$ cat src/rtl/shift_storage_pkg.sv
// Shared definitions for the shift storage bank.
//   mode_e     : operation select encoding on the bank's mode input
//   fill_width : bits needed to count 0..depth valid words
package shift_storage_pkg;

  typedef enum logic [1:0] {
    MODE_HOLD   = 2'b00,
    MODE_SHIFT  = 2'b01,
    MODE_LOAD   = 2'b10,
    MODE_ROTATE = 2'b11
  } mode_e;

  function automatic int unsigned fill_width(input int unsigned depth);
    return $clog2(depth + 1);
  endfunction

endpackage

$ cat src/rtl/storage_word.sv
// One Width-bit storage stage of the shift storage bank.
// Ports:
//   clk_i   : clock, rising edge
//   rst_ni  : asynchronous active-low clear
//   en_i    : update enable; state holds when low
//   set_i   : synchronous set-all-ones (wins only when clr_i is low)
//   clr_i   : synchronous clear (wins only when set_i is low)
//   d_i     : next value taken when enabled and neither set_i nor clr_i is high
//   q_o     : registered stage value
module storage_word #(
  parameter int unsigned Width = 4
) (
  input  logic             clk_i,
  input  logic             rst_ni,
  input  logic             en_i,
  input  logic             set_i,
  input  logic             clr_i,
  input  logic [Width-1:0] d_i,
  output logic [Width-1:0] q_o
);

  logic [Width-1:0] q_d, q_q;

  always_comb begin
    q_d = q_q;
    if (en_i) begin
      if (set_i && !clr_i) begin
        q_d = '1;
      end else if (clr_i && !set_i) begin
        q_d = '0;
      end else if (!set_i && !clr_i) begin
        q_d = d_i;
      end
      // set and clr together: hold
    end
  end

  always_ff @(posedge clk_i or negedge rst_ni) begin
    if (!rst_ni) begin
      q_q <= '0;
    end else begin
      q_q <= q_d;
    end
  end

  assign q_o = q_q;

endmodule

$ cat src/rtl/shift_storage_bank.sv
// Bank of DEPTH storage words with shift, parallel load, optional rotate,
// synchronous set/clear and a saturating fill counter.
// Optional feature: define SHIFT_STORAGE_ROTATE_EN to make mode 11 rotate;
// otherwise mode 11 holds and no rotate feedback exists.
// Ports:
//   clk       : clock, rising edge
//   reset     : asynchronous active-low reset
//   en        : operation enable; all state holds when low
//   set, clr  : synchronous set-all / clear-all (both high = hold)
//   mode      : 00 hold, 01 shift, 10 load, 11 rotate
//   d_in      : word shifted into stage 0
//   load_data : parallel image, word k at [k*WIDTH +: WIDTH]
//   q_out     : stage DEPTH-1 (oldest word)
//   q_all     : all stages, same layout as load_data
//   fill      : number of valid words (0..DEPTH)
//   full      : high when fill == DEPTH
module shift_storage_bank
  import shift_storage_pkg::*;
#(
  parameter int unsigned WIDTH = 4,
  parameter int unsigned DEPTH = 8
) (
  input  logic                           clk,
  input  logic                           reset,
  input  logic                           en,
  input  logic                           set,
  input  logic                           clr,
  input  logic [1:0]                     mode,
  input  logic [WIDTH-1:0]               d_in,
  input  logic [WIDTH*DEPTH-1:0]         load_data,
  output logic [WIDTH-1:0]               q_out,
  output logic [WIDTH*DEPTH-1:0]         q_all,
  output logic [fill_width(DEPTH)-1:0]   fill,
  output logic                           full
);

  localparam int unsigned FillW = fill_width(DEPTH);
  localparam logic [FillW-1:0] FillMax = FillW'(DEPTH);

  mode_e mode_sel;
  assign mode_sel = mode_e'(mode);

  logic [WIDTH-1:0] stage_q [DEPTH];
  logic [WIDTH-1:0] stage_d [DEPTH];

  // Per-stage next value for the mode path; set/clr/en are applied in each word.
  always_comb begin
    for (int k = 0; k < DEPTH; k++) begin
      stage_d[k] = stage_q[k];
    end
    unique case (mode_sel)
      MODE_SHIFT: begin
        stage_d[0] = d_in;
        for (int k = 1; k < DEPTH; k++) begin
          stage_d[k] = stage_q[k-1];
        end
      end
      MODE_LOAD: begin
        for (int k = 0; k < DEPTH; k++) begin
          stage_d[k] = load_data[k*WIDTH +: WIDTH];
        end
      end
      MODE_ROTATE: begin
`ifdef SHIFT_STORAGE_ROTATE_EN
        stage_d[0] = stage_q[DEPTH-1];
        for (int k = 1; k < DEPTH; k++) begin
          stage_d[k] = stage_q[k-1];
        end
`endif
      end
      default: ;
    endcase
  end

  for (genvar k = 0; k < DEPTH; k++) begin : g_stage
    storage_word #(
      .Width (WIDTH)
    ) u_word (
      .clk_i  (clk),
      .rst_ni (reset),
      .en_i   (en),
      .set_i  (set),
      .clr_i  (clr),
      .d_i    (stage_d[k]),
      .q_o    (stage_q[k])
    );
    assign q_all[k*WIDTH +: WIDTH] = stage_q[k];
  end

  assign q_out = stage_q[DEPTH-1];

  logic [FillW-1:0] fill_d, fill_q;
  logic             full_q;

  always_comb begin
    fill_d = fill_q;
    if (en) begin
      if (set && !clr) begin
        fill_d = FillMax;
      end else if (clr && !set) begin
        fill_d = '0;
      end else if (!set && !clr) begin
        unique case (mode_sel)
          MODE_SHIFT: if (fill_q != FillMax) fill_d = fill_q + 1'b1;
          MODE_LOAD:  fill_d = FillMax;
          default:    ;
        endcase
      end
    end
  end

  // full is registered from fill_d so it tracks fill on the same edge.
  always_ff @(posedge clk or negedge reset) begin
    if (!reset) begin
      fill_q <= '0;
      full_q <= 1'b0;
    end else begin
      fill_q <= fill_d;
      full_q <= (fill_d == FillMax);
    end
  end

  assign fill = fill_q;
  assign full = full_q;

endmodule

$ cat config.mk
export PLATFORM = sky130hd
export DESIGN_NAME = shift_storage_bank
export DESIGN_NICKNAME = d
export VERILOG_FILES = /design/src/rtl/shift_storage_pkg.sv /design/src/rtl/storage_word.sv /design/src/rtl/shift_storage_bank.sv
export SDC_FILE = /design/constraint.sdc
export NUM_CORES = 1
export LEC_CHECK = 0
export ABC_CLOCK_PERIOD_IN_PS = 4320
export BUFFER_PORTS_ARGS = -buffer_cell sky130_fd_sc_hd__buf_2
export CAP_MARGIN = 10
export CORE_ASPECT_RATIO = 0.8
export CORE_MARGIN = 2
export CORE_UTILIZATION = 33
export DETAILED_ROUTE_END_ITERATION = 8
export PLACE_DENSITY_LB_ADDON = 0.3
export REMOVE_ABC_BUFFERS = 1
export SLEW_MARGIN = 0
export SYNTH_ARGS = -nofsm -noshare
export SYNTH_HDL_FRONTEND = slang
export SYNTH_HIERARCHICAL = 1
export SYNTH_SLANG_ARGS = --single-unit
$ cat constraint.sdc
create_clock -name clk -period 4.32 [get_ports clk]
set_clock_uncertainty 0.05 [all_clocks]
set_input_delay 0.864 -clock clk [delete_from_list [all_inputs] [get_ports clk]]
set_output_delay 0.864 -clock clk [all_outputs]
set_load 0.02 [all_outputs]
==> results of run 1 <==
==> through the flow <==
stage / utilization / total power [mW]
6_report: 0.416 / 1.04
3_3_place_gp: 0.405 / 0.818
2_1_floorplan: - / 0.688
4_1_cts: 0.416 / 1.06
5_1_grt: 0.416 / 1.12
3_5_place_dp: 0.405 / 0.822
==> metal layers <==
metal	global-route usage	up-vias	share of wire
li1	-	1139	-
met1	0.222	1093	0.49
met2	0.262	59	0.46
met3	0.0379	0	0.057
met4	0.0284	0	0
met5	0	-	0
==> layout make-up <==
type / count / area share
multi-input cells: 210 / 0.486
flip-flops and latches: 37 / 0.301
repair buffers: 84 / 0.138
well taps: 105 / 0.0428
clock buffers: 8 / 0.0261
inverters: 5 / 0.00611
==> flip-flops by register name, summed over array words and instances (netlist names) <==
name and cells:
full 1, fill 4, g_stage.u_word/q_o 32
==> Yosys cell counts (all sizes together) <==
library cell | number | area share
nand4 | 1 | 0.0025
inv | 5 | 0.0074
nand2 | 37 | 0.055
a31oi | 1 | 0.0025
nor2b | 11 | 0.035
or3 | 1 | 0.0025
nand3 | 2 | 0.0040
nor4 | 1 | 0.0025
and2b | 8 | 0.024
xor2 | 1 | 0.0035
ha | 4 | 0.020
a2bb2oi | 32 | 0.13
a21o | 1 | 0.0030
o211a | 1 | 0.0040
mux2i | 1 | 0.0040
dfrtp | 37 | 0.37
buf | 4 | 0.012
o21ai | 35 | 0.069
a22oi | 32 | 0.095
o2111ai | 1 | 0.0035
clkbuf | 15 | 0.022
and2 | 1 | 0.0025
nand2b | 34 | 0.11
or4b | 1 | 0.0055
nor4b | 2 | 0.0094
a21oi | 2 | 0.0040
==> how the worst min path moves through the flow <==
stage | slack [ns] | from | cells past startpoint | endpoint
2_1_floorplan | 0.52 | reset | 0 | fill[0]
3_3_place_gp | 0.51 | g_stage[7].u_word/q_o[0] | 1 | g_stage[7].u_word/q_o[0]
3_5_place_dp | 0.52 | g_stage[6].u_word/q_o[0] | 1 | g_stage[6].u_word/q_o[0]
4_1_cts | 0.54 | g_stage[7].u_word/q_o[0] | 1 | g_stage[7].u_word/q_o[0]
5_1_grt | 0.56 | g_stage[7].u_word/q_o[2] | 1 | g_stage[7].u_word/q_o[2]
6_report | 0.54 | g_stage[7].u_word/q_o[0] | 1 | g_stage[7].u_word/q_o[0]
==> cell usage in the layout, fill, tap and decap left out, drive strengths merged, types with 2 or more instances in the layout <==
cell type and instances:
buf 84, nand2 37, dfrtp 37, o21ai 35
nand2b 34, a22oi 32, a2bb2oi 32, nor2b 11
and2b 8, clkbuf 8, inv 5, ha 4
a21oi 2, nand3 2, nor4b 2
==> kinds of logic after synthesis <==
group / synth area share
AOI/OAI and AO/OA: 0.313
and+or+nand+nor: 0.251
DFF: 0.367
buffers and inverters: 0.0417
adders and majority gates: 0.0199
xor gates and xnor gates: 0.00347
muxes: 0.00397
==> power by group <==
| part | total [mW] | internal (mW) | switching [mW] |
|---|---|---|---|
| logic | 0.362 | 0.156 | 0.206 |
| registers | 0.451 | 0.395 | 0.0566 |
| clock network | 0.228 | 0.115 | 0.113 |
| total | 1.04 | 0.666 | 0.375 |
==> results.md, run 1 <==
* Outcome: completed
* Yosys warning total at 6
* Worst EP arrival at 2.84 ns
* RSZ-0062 raised after global routing: no
* Site Rows at 28
* Achievable frequency at 370 MHz
* Worst-Skew Late Latency at 0.28 ns
* CTS Buf Count at 5
* Netlist cell types at 31
* Drt first pass iters at 4
* Post-CTS Hold Buffers at 0
* Fillers at 769
* Largest net degree at the start of global routing at 69
* Critical Path Start Type: input pin
* Post-route cell area at 3070 um^2
* Clock-pin slew on the worst setup and hold paths at 0.07 ns
* Peak VDD IR at 176 uV
* Slowest-stage cell, CP: or4b_4
* GR Overflow Total at 0
* Min Hold Slack at 0.539 ns
* Wirelength per Cell at 14.6 um
* DR vias at 2291
* Clk root buf: clkbuf_8
* DRT iter0 DRCs at 137
* Width of the die at 102 um
* Register-to-Register Path Depth at 6
* Critical Path Start: mode[0]
* H-Tree Depth at 2
* Pre-CTS WS at 1.32 ns
* Worst R2R End: full
* Placed insts at 441
* Post-route setup slack at 1.62 ns
* Clock sinks at 37
* Gpl congestion at 0.807
* Share of cells above drive strength 1 at 0.384
* Fin. Hold Viols at 0
* Antenna violations before repair at 0
* Post-Route WL at 6540 um
* GR Util All Layers at 0.161
* Mapped cell area at 2520 um^2
* Post-CTS setup buffers at 0
* Initial core utilization at 0.341
* Area growth from synthesis to final layout at 21.8%
* CP Capture Type: flip-flop
* Footprint of the multi-input gates at 1490 um^2
* Clock Tree Buf Depth at 2
* Vias in the first global route at 2169
* Detailed Place HPWL at 4490 um
* Reg area at 926 um^2
* Die H at 82.2 um
* R2R Setup Slk at 2.68 ns
* Post-route clock period utilization at 0.625
* Cells after synthesis at 271
* Buf/Inv on CP at 2
* Critical-path cell list: buf_2 -> inv_1 -> ha_2 -> or4b_4 -> o21ai_1 -> a21oi_1 -> nor4b_2
* Leak Pwr at 1.35 nW
* Period minus WS final at 2.70 ns
* CP max stage delay at 0.68 ns
* Final setup viols at 0
* TritonCTS clock tree: yes
* Worst hold path class: flip-flop to flip-flop
* Kind of critical path: input pin to flip-flop
* Critical path required time at 4.46 ns
* Max cap viols at 0
* Core area at 7390 um^2
* Routed Antenna Nets at 0
* Seq cells post-synth at 37
* Sequential area share after synthesis at 0.367
* Worst setup endpoint: full
* Number of port buffers at 83
* Worst R2R Start: fill[0]
* Cell family with most CP delay: simple AND/OR/NAND/NOR gates
* DRC violations left at 0
* PwrDens at 339 nW/um^2
* Slew HR at 0.331
* Post-route insts no fill at 449
* Mean number of vias per cell at 5.10
* Fin. max-slew vios at 0
* First-pass GRT wire length at 10800 um
* Crit path depth at 7
* N_diodes at 0
* Area after DPL at 2990 um^2
* Critical path fanouts, max at 68
* Syn_area_per_cell at 9.30 um^2
* Setup TNS at 0 ns
* DIE AREA at 8360 um^2
* Final Net Count at 390
* IO Pins at 84
* Pin slew with the least headroom to its limit at 1.00 ns
* CTS resizes at 0
No activity file was read; power rests on OpenSTA's default activity.
==> inputs of run 2 (changes only) <==
--- a/config.mk
+++ b/config.mk
@@ -5,7 +5,7 @@
 export SDC_FILE = /design/constraint.sdc
 export NUM_CORES = 1
 export LEC_CHECK = 0
-export ABC_CLOCK_PERIOD_IN_PS = 4320
+export ABC_CLOCK_PERIOD_IN_PS = 2300
 export BUFFER_PORTS_ARGS = -buffer_cell sky130_fd_sc_hd__buf_2
 export CAP_MARGIN = 10
 export CORE_ASPECT_RATIO = 0.8
==> constraint.sdc (replaced) <==
create_clock -name clk -period 2.3 [get_ports clk]
set_clock_uncertainty 0.05 [all_clocks]
set_input_delay 0.46 -clock clk [delete_from_list [all_inputs] [get_ports clk]]
set_output_delay 0.46 -clock clk [all_outputs]
set_load 0.02 [all_outputs]
==> results.md, run 2 (synthesized netlist as in run 1, its figures left out) <==
* Outcome: completed
* Most frequent cells in the layout: buf_2 (83), nand2_1 (37), dfrtp_1 (37)
* Pin slew with the least headroom to its limit at 0.509 ns (-0.495 ns)
* Fin. max-slew vios at 0 (unchanged)
* Grt met2 use at 0.271 (+0.00921)
* Placed insts at 449 (+1.8%)
* GR Util All Layers at 0.164 (+0.00245)
* Pre-CTS WS at 0.152 ns (-1.17 ns)
* IO Pins at 84 (unchanged)
* DIE AREA at 8360 um^2 (unchanged)
* Most common cell after layout, fill and taps aside: buf_2
* Setup TNS at 0 ns (unchanged)
* GR Overflow Total at 0 (unchanged)
* Area after DPL at 3060 um^2 (+2.4%)
* Global route hottest layer: met2
* CTS Buf Count at 5 (unchanged)
* Worst R2R Start: fill[0]
* Core area at 7390 um^2 (unchanged)
* H-Tree Depth at 2 (unchanged)
* Area growth from synthesis to final layout at 25.0%
* GRT met3 Usage at 0.0345 (-0.00337)
* Peak VDD IR at 290 uV (+65%)
* Final setup viols at 0 (unchanged)
* Met1 usage at 0.227 (+0.00487)
* Critical path fanouts, max at 5 (-93%)
* TritonCTS clock tree: yes
* Fin. Hold Viols at 0 (unchanged)
* Kind of critical path: input pin to flip-flop
* Clock sinks at 37 (unchanged)
* Post-route setup slack at 0.431 ns (-1.19 ns)
* RSZ-0062 raised after global routing: no
* Critical Path Start: mode[0]
* CTS resizes at 0 (unchanged)
* Detailed Place HPWL at 4810 um (+7.0%)
* Post-CTS Hold Buffers at 0 (unchanged)
* Post-route insts no fill at 456 (+1.6%)
* First-pass GRT wire length at 11000 um (+1.7%)
* Worst-Skew Late Latency at 0.28 ns (about the same)
* Die H at 82.2 um (unchanged)
* Register-to-Register Path Depth at 6 (unchanged)
* Critical Path Start Type: input pin
* Largest net degree at the start of global routing at 50 (-28%)
* Clk root buf: clkbuf_8
* Share of cells above drive strength 1 at 0.402 (+0.0180)
* DR vias at 2303 (+0.52%)
* Worst R2R End: full
* DRT iter0 DRCs at 72 (-47%)
* Leak Pwr at 1.40 nW (+3.5%)
* Worst EP arrival at 1.98 ns (-0.86 ns)
* Max cap viols at 0 (unchanged)
* Post-route clock period utilization at 0.813
* Number of port buffers at 83 (unchanged)
* CP Capture Type: flip-flop
* Post-CTS setup buffers at 0 (unchanged)
* R2R Setup Slk at 0.66 ns (-2.02 ns)
* Antenna violations before repair at 0 (unchanged)
* Wirelength per Cell at 14.3 um (-1.9%)
* Clock Tree Buf Depth at 2 (unchanged)
* Drt first pass iters at 4 (unchanged)
* Post-Route WL at 6510 um (-0.37%)
* Initial core utilization at 0.341 (unchanged)
* Post-route cell area at 3150 um^2 (+2.6%)
* Period minus WS final at 1.87 ns
* Achievable frequency at 535 MHz
* N_diodes at 0 (unchanged)
* Width of the die at 102 um (unchanged)
* Vias in the first global route at 2188 (+0.88%)
* Max reg flops at 32 (unchanged)
* PwrDens at 632 nW/um^2 (+87%)
* Final Net Count at 398 (+2.1%)
* Clock-pin slew on the worst setup and hold paths at 0.07 ns (about the same)
* Slew HR at 0.656 (+0.325)
* Worst hold path class: input pin to asynchronous set/reset pin
* Mean number of vias per cell at 5.05 (-1.0%)
* Routed Antenna Nets at 0 (unchanged)
* DRC violations left at 0 (unchanged)
* Gpl congestion at 0.835 (+3.5%)
* Critical path required time at 2.41 ns (-2.05 ns)
* Site Rows at 28 (unchanged)
==> run 2: metal layers <==
layer,share of wire,vias up
met5,0,-
met2,0.45,55
met1,0.49,1097
li1,-,1149
met3,0.052,2
met4,0.0020,0
==> run 2: where the power goes <==
group	internal (mW)	switching, mW	total, mW
clock network	0.238	0.214	0.452
registers	0.741	0.107	0.848
logic	0.305	0.387	0.692
==> run 2: stage by stage <==
step	utilization	hold slack [ns]	total power, mW
floorplan	-	0.114	1.29
global placement	0.415	0.317	1.55
detailed placement	0.415	0.316	1.56
CTS	0.426	0.0177	2.02
global route	0.426	0.0174	2.13
finish	0.426	0.0103	1.99
==> run 2: cell type report <==
| cell class | instances | area (um^2) |
|---|---|---|
| flip-flops and latches | 37 | 926 |
| well taps | 105 | 131 |
| clock buffers | 7 | 86.3 |
| inverters | 5 | 18.8 |
| multi-input cells | 210 | 1490 |
| fillers | 757 | 4240 |
| repair buffers | 92 | 495 |
==> run 2: worst max-delay path by stage <==
stage,end,slack [ns],cells after the start
2_1_floorplan,full,-0.29,6
3_3_place_gp,full,0.20,7
3_5_place_dp,full,0.15,7
4_1_cts,full,0.45,7
5_1_grt,full,0.34,7
6_report,full,0.43,7
==> run 2: worst max-delay path, cell delays in order <==
cell	delay, ns
buf_2	0.11
inv_1	0.05
ha_2	0.29
nor4b_1	0.51
o2111ai_1	0.19
a31oi_1	0.30
nor4b_2	0.08
